File: src/rtl/mem_arbiter.sv
// mem_arbiter: shares one memory port between a fetch port (I) and a data port (D).
// Define MEM_ARB_FAIR_EN to add a burst counter that stops the data port starving fetches.
module mem_arbiter #(
    parameter int MAX_D_BURST = 3
) (
    input  logic        clk,
    input  logic        rst,
    input  logic        iReq,
    input  logic [15:0] iAddr,
    output logic [15:0] iData,
    output logic        iStall,
    output logic        iDone,
    input  logic        dRd,
    input  logic        dWr,
    input  logic [15:0] dAddr,
    input  logic [15:0] dWriteData,
    output logic [15:0] dReadData,
    output logic        dStall,
    output logic        dDone,
    output logic        memRd,
    output logic        memWr,
    output logic [15:0] memAddr,
    output logic [15:0] memDataIn,
    input  logic [15:0] memDataOut,
    input  logic        memStall,
    input  logic        memDone,
    input  logic        memErr,
    output logic        err
);
    typedef enum logic [1:0] {IDLE, ISSUE, WAIT} arbState;

    arbState     state, nextState;
    logic        owner, opWr, opIll;
    logic [15:0] addrLat, dataLat;
    logic        dPend, grant, grantD, done;

    // The burst counter is two bits wide, so limits above 3 could never be reached.
    if (MAX_D_BURST < 1 || MAX_D_BURST > 3) begin : gBadBurst
        $error("MAX_D_BURST must be 1..3");
    end

    assign dPend = dRd || dWr;
    assign grant = state == IDLE && (iReq || dPend);

`ifdef MEM_ARB_FAIR_EN
    logic [1:0] burstCnt;

    assign grantD = dPend && !(iReq && burstCnt == 2'(MAX_D_BURST));

    // Count data grants that overtook a waiting fetch; any fetch grant restarts the count.
    always_ff @(posedge clk) begin
        if (!rst)
            burstCnt <= '0;
        else if (grant)
            burstCnt <= grantD ? burstCnt + {1'b0, iReq} : '0;
    end
`else
    assign grantD = dPend;
`endif

    // State register.
    always_ff @(posedge clk) begin
        if (!rst)
            state <= IDLE;
        else
            state <= nextState;
    end

    // Capture the winner's request at grant so later requester changes are ignored.
    always_ff @(posedge clk) begin
        if (!rst) begin
            owner   <= 1'b0;
            opWr    <= 1'b0;
            opIll   <= 1'b0;
            addrLat <= '0;
            dataLat <= '0;
        end else if (grant) begin
            owner   <= grantD;
            opWr    <= grantD && dWr;
            opIll   <= grantD && dRd && dWr;
            addrLat <= grantD ? dAddr : iAddr;
            dataLat <= grantD ? dWriteData : '0;
        end
    end

    // Next state and memory-side outputs; everything is forced low while in reset.
    always_comb begin
        nextState = state;
        done      = 1'b0;
        err       = 1'b0;
        memRd     = 1'b0;
        memWr     = 1'b0;
        memAddr   = '0;
        memDataIn = '0;
        case (state)
            IDLE: nextState = grant ? ISSUE : IDLE;
            ISSUE: begin
                if (opIll) begin
                    done      = 1'b1;
                    err       = 1'b1;
                    nextState = IDLE;
                end else begin
                    memRd     = !opWr;
                    memWr     = opWr;
                    memAddr   = addrLat;
                    memDataIn = dataLat;
                    done      = memDone;
                    err       = memDone && memErr;
                    nextState = memDone ? IDLE : (memStall ? ISSUE : WAIT);
                end
            end
            WAIT: begin
                done      = memDone;
                err       = memDone && memErr;
                nextState = memDone ? IDLE : WAIT;
            end
            default: nextState = IDLE;
        endcase
        if (!rst) begin
            done      = 1'b0;
            err       = 1'b0;
            memRd     = 1'b0;
            memWr     = 1'b0;
            memAddr   = '0;
            memDataIn = '0;
        end
    end

    assign iDone     = done && !owner;
    assign dDone     = done && owner;
    assign iData     = iDone ? memDataOut : '0;
    assign dReadData = (dDone && !opIll) ? memDataOut : '0;
    assign iStall    = rst && iReq && !iDone;
    assign dStall    = rst && dPend && !dDone;
endmodule

File: config.mk
export PLATFORM = sky130hd
export DESIGN_NAME = mem_arbiter
export DESIGN_NICKNAME = d
export VERILOG_FILES = /design/src/rtl/mem_arbiter.sv
export SDC_FILE = /design/constraint.sdc
export NUM_CORES = 1
export LEC_CHECK = 0
export CAP_MARGIN = 40
export CORE_MARGIN = 3
export CORE_UTILIZATION = 50
export DETAILED_ROUTE_END_ITERATION = 10
export DONT_BUFFER_PORTS = 1
export PLACE_DENSITY = 0.68
export SYNTH_ARGS = -nofsm -noshare
export SYNTH_HDL_FRONTEND = slang
export SYNTH_SLANG_ARGS = --single-unit
File: constraint.sdc
create_clock -name clk -period 1.55 [get_ports clk]
set_input_delay 0.2325 -clock clk [delete_from_list [all_inputs] [get_ports clk]]
set_output_delay 0.2325 -clock clk [all_outputs]
set_load 0.01 [all_outputs]
==> impl_metrics.toml <==
[logic_synthesis]
yosysTopAreaCell = "dfxtp_1"
ys_top_cells_by_area = "dfxtp_1 (37%), and3_1 (15%), mux2i_1 (8.0%)"
async_flop_share_pct = 0
ys.flop_type = "dfxtp_1"
synth-seq-area-share_pct = 37.2
synth.most_common_cell = "and3_1"
synth_warnings = 0
syn_area_mm2 = 0.00199
synth.distinct_cells = 29
synth_common_cells = "and3_1 (49), dfxtp_1 (37), a21oi_1 (19)"
syn_inst = 232
synth_nets = 308
synth_edf_count = 0
ys_seq_elements = 37
synth.avg_cell_area_um2 = 8.59
netlist.area_leader.share_pct = 37.2

[timing]
fmax_mhz = 535
finalHoldWorstSlack_ns = 0.0172
slew_headroom_pct = 75.2
finClkSkew_ns = 0.00598
setup_viol = 71
rsz0062_at_grt = "yes"
hold_viol = 0
setup_slack_ns = -0.318
period_minus_slack_ns = 1.87
worst_pin_slew_ns = 0.373
finalMaxSlewViolations = 0
finalCritPeriodShare_pct = 121

[critical_path]
crit_buf_inv = 2
worstPathArrival_ns = 1.64
critPathKind = "reg2out"
r2r_setup_slack_ns = 0.06
path_max_fanout = 17
critPathTopFamily = "flip-flops"
slowest_delay_ns = 0.34
cp-end-kind = "primary output"
critPathSlowestCell = "dfxtp_2"
critPathLaunchType = "flop"
required_ns = 1.32
crit_chain = "inv_2 -> ha_4 -> nand2_4 -> a211oi_4 -> buf_12 -> and2_1"

[power]
p_leak_nw = 1.13
power_density_mw_per_mm2 = 927
ir_drop_mv = 0.785

[clocking]
cts_tree = "done"
clk_latency_ns = 0.29
clockBufferDepth = 2
clk_pin_slew_worst_paths_ns = 0.07
cts-root-buf = "clkbuf_8"
cts_made_buffers = 5
htreeDepth = 2
clock-sinks = 37
postCtsHoldBufs = 0

[min_path]
min_path_type = "in2reg"

[final_layout]
fin_util_pct = 71.6
area_growth_pct = 34.5
instances_no_fill = 287
antenna_cells = 0
layout-drive-gt1-share_pct = 45.2
postLayoutCellArea_mm2 = 0.00268
fin_nets = 314

[floorplan]
io_pins = 143
core_area_mm2 = 0.00374
die_h_um = 69.1
die_w_um = 69.1
start_util_pct = 53.2
die_area_mm2 = 0.00478
num_rows = 22

[global_route]
grt_max_degree = 61
grt_use_total_pct = 22.3
grt_pass1_wl_um = 8860
grt_pass1_vias = 1736
gr-total-overflow = 0
antenna_found_initial = 0

[route]
drt_iter0_drc = 74
routed_wirelength_um = 5950
drc = 0
wl_per_cell_um = 20.7
ant_nets = 0
num_vias = 1783
firstDrtPassIters = 4
viasPerCell = 6.21

[run_status]
status = "finished, violations left"
violations = "negative setup slack"

[placed_design]
placed_area_mm2 = 0.00216
place.gp.congestion = 0.839
portBuffers = 0
placed_cells = 272
hpwlAfterDp_um = 4000

[flow_run]
maxCapViolCount = 0
-- kinds of logic after synthesis --
| group | share of synthesized area, % |
|---|---|
| flip-flops | 37.2 |
| AND/OR/NAND/NOR | 25.8 |
| adder cells (fa/ha/maj) | 2.51 |
| buffers and inverters | 6.59 |
| AO/OA/AOI/OAI | 19.9 |
| multiplexers | 8.03 |
-- layout by cell type (no fill, tap or decap), types with 2 or more instances in the layout --
master	count
dfxtp_2	2
a22oi_1	2
nor2b_1	2
buf_12	3
a21oi_1	18
and2_4	11
clkbuf_8	5
and2_1	6
o21ai_0	17
dfxtp_1	35
clkbuf_16	2
inv_2	2
nand2_1	6
buf_4	11
a22o_1	16
nor2_1	2
ha_4	3
buf_8	2
and3_4	50
buf_6	3
mux2i_1	16
inv_1	3
-- power breakdown --
group	leakage, nW	internal [mW]	switching [mW]
clock	0.0585	0.482	0.363
combinational	0.768	0.260	0.272
sequential	0.307	1.05	0.0620
-- area by class of cell --
type | instances | area, um2
multi-input cells | 168 | 1490
fillers | 271 | 1060
flip-flops and latches | 37 | 743
repair buffers | 21 | 256
clock buffers | 5 | 68.8
well taps | 48 | 60.1
clock inverters | 3 | 43.8
inverters | 5 | 18.8
-- stage by stage --
stage               power, mW  setup WS [ns]  setup TNS (ns)
floorplan                1.44        -0.0194          -0.218
global placement         1.48         -0.146           -2.32
detailed placement       1.52        -0.0129         -0.0699
CTS                      2.39         -0.321          -15.73
global route             2.60         -0.396          -23.30
finish                   2.49         -0.318          -18.97
-- state kept, by name, summed over array words and instances, names as in the netlist --
signal	count
opWr	1
opIll	1
dataLat	16
addrLat	16
state	2
owner	1
-- metal layers --
metal  global-route usage (%)  part of all wire (%)
met1                     26.6                    41
met2                     39.4                    52
met4                     3.90                  0.47
met5                        0                     0
met3                     7.00                   6.6
-- final timing paths --
check,start,end,depth (start not counted)
worst max-delay path,state[1]$_SDFF_PN0_,iData[2],6
worst min-delay path,memDone,state[1]$_SDFF_PN0_,1
worst max register to register,state[0]$_SDFF_PN0_,state[1]$_SDFF_PN0_,8
worst min register to register,dataLat[0]$_SDFFE_PN0P_,dataLat[0]$_SDFFE_PN0P_,1
-- repair_timing --
item,4_1_cts,5_1_grt
gates resized for setup,31,34
pin swaps,3,6
cloned,0,3
setup endpoints to repair,71,82
setup buffers,0,4
No activity file was read; power rests on OpenSTA's default activity.
==> edit (config.mk and constraints unchanged) <==
The option `MEM_ARB_FAIR_EN` is turned on by a define.
--- a/src/rtl/mem_arbiter.sv
+++ b/src/rtl/mem_arbiter.sv
@@ -2,2 +2,4 @@
 // Define MEM_ARB_FAIR_EN to add a burst counter that stops the data port starving fetches.
+`define MEM_ARB_FAIR_EN
+
 module mem_arbiter #(
Behaviour: not the same (a bounded check fails within 10 cycles, from zero or initial values and one cycle with rst low).
==> edit against the original RTL <==
Global-route usage is 1.1 points lower. Setup slack worse by 0.11 ns. Critical endpoint is now dReadData[2]. Area after synthesis up 15%. Critical path depth unchanged. The flow still finishes with violations (negative setup slack). Sequential cell count up 2. Routed wire length increased by 2.5%. Power down 3.1%. Design area up 8.3%.
==> edit: results (changes against the original RTL) <==
metric;value;unit;change
ys_seq_area_frac;0.340;;was 0.372
routed_wl;6.10;mm;was 5.95 mm
status;finished, violations left;;unchanged
max-vdd-ir-drop;0.503;mV;was 0.785 mV
drt_iter0_drc;78;;was 74
drive_gt1_frac;0.465;;was 0.452
p_leak;1.17;nW;was 1.13 nW
synthCells;293;;was 232
synthTopCellsByArea;dfxtp_1 (34%), and2_1 (9.3%), and3_1 (9.0%);;was dfxtp_1 (37%), and3_1 (15%), mux2i_1 (8.0%)
grt_usage;0.212;;was 0.223
grt_pass1_wl;8.83;mm;was 8.86 mm
fin_ws;-0.429;ns;was -0.318 ns
grt_max_degree;95;;was 61
top_regs;addrLat: 16 flops, dataLat: 16 flops;;was addrLat: 16 flops, dataLat: 16 flops, state: 2 flops
dp_slack;-0.142;ns;was -0.0129 ns
vias;2060;;was 1783
worstPathMaxFanout;8;;was 17
place_area;0.00236;mm²;was 0.00216 mm²
grt_pass1_vias;1762;;was 1736
tightestPinTransition;0.362;ns;was 0.373 ns
violations;negative setup slack;;unchanged
cts_setup_buffers;10;;was 0
setup_violations;71;;unchanged
final_nets;377;;was 314
arrival;1.75;ns;was 1.64 ns
dp.cells;331;;was 272
syn_nets;370;;was 308
post_cts_resized;76;;was 31
==> edit: cell count changes after synthesis, sizes merged, moves of 14 or more <==
cell   delta
and3     -17
a31oi    +14
and2     +18
nand2    +48
o21ai    +18
nand3    +21
a22o     -16
mux2i    -16
a21oi    -14
==> edit: logic make-up (layout without fill, tap and decap cells) <==
logic type               after synthesis  count (layout)  synth area share
adder cells (fa/ha/maj)                5               5            0.0273
AND/OR/NAND/NOR                      157             160             0.370
buffers and inverters                 29              34            0.0774
flip-flops                            39              39             0.340
AO/OA/AOI/OAI                         63              63             0.185
==> edit: final cells by class <==
class                      count  area (µm²)
multi-input combinational    228        1700
fill                         374        1480
sequential                    39         788
timing repair buffer          23         245
clock buffer                   6        72.6
tap                           52        65.1
inverter                       3        16.3
clock inverter                 2        12.5
==> edit: stage by stage <==
stage,setup TNS [ns],power [mW]
after floorplan,0,1.55
after global placement,-1.61,1.58
after detailed placement,-3.58,1.59
after CTS,-18.74,2.43
after global routing,-25.51,2.54
final,-19.90,2.41
==> edit: routing by layer <==
metal,GRT usage,share of wire
met4,0.0563,0.016
met5,0,0
met1,0.251,0.40
met3,0.0725,0.077
met2,0.361,0.51
==> edit: worst paths after layout <==
check,slack [ns],from,cells past startpoint,endpoint
max reg2reg,0.11,state[1],8,state[0]
min reg2reg,0.47,dataLat[8],2,dataLat[8]
max,-0.43,state[0],6,dReadData[2]
min,0.08,dWriteData[8],2,dataLat[8]
==> edit: power breakdown <==
group | internal, mW | switching (mW)
Combinational | 0.272 | 0.301
Sequential | 1.10 | 0.0590
Clock | 0.315 | 0.362
Total | 1.69 | 0.722
==> edit: critical path, stage by stage (launching register included) <==
cell     delay (ns)
dfxtp_4        0.38
inv_4          0.05
ha_4           0.27
nand2_4        0.05
a21oi_4        0.18
and3b_2        0.33
and2_4         0.20
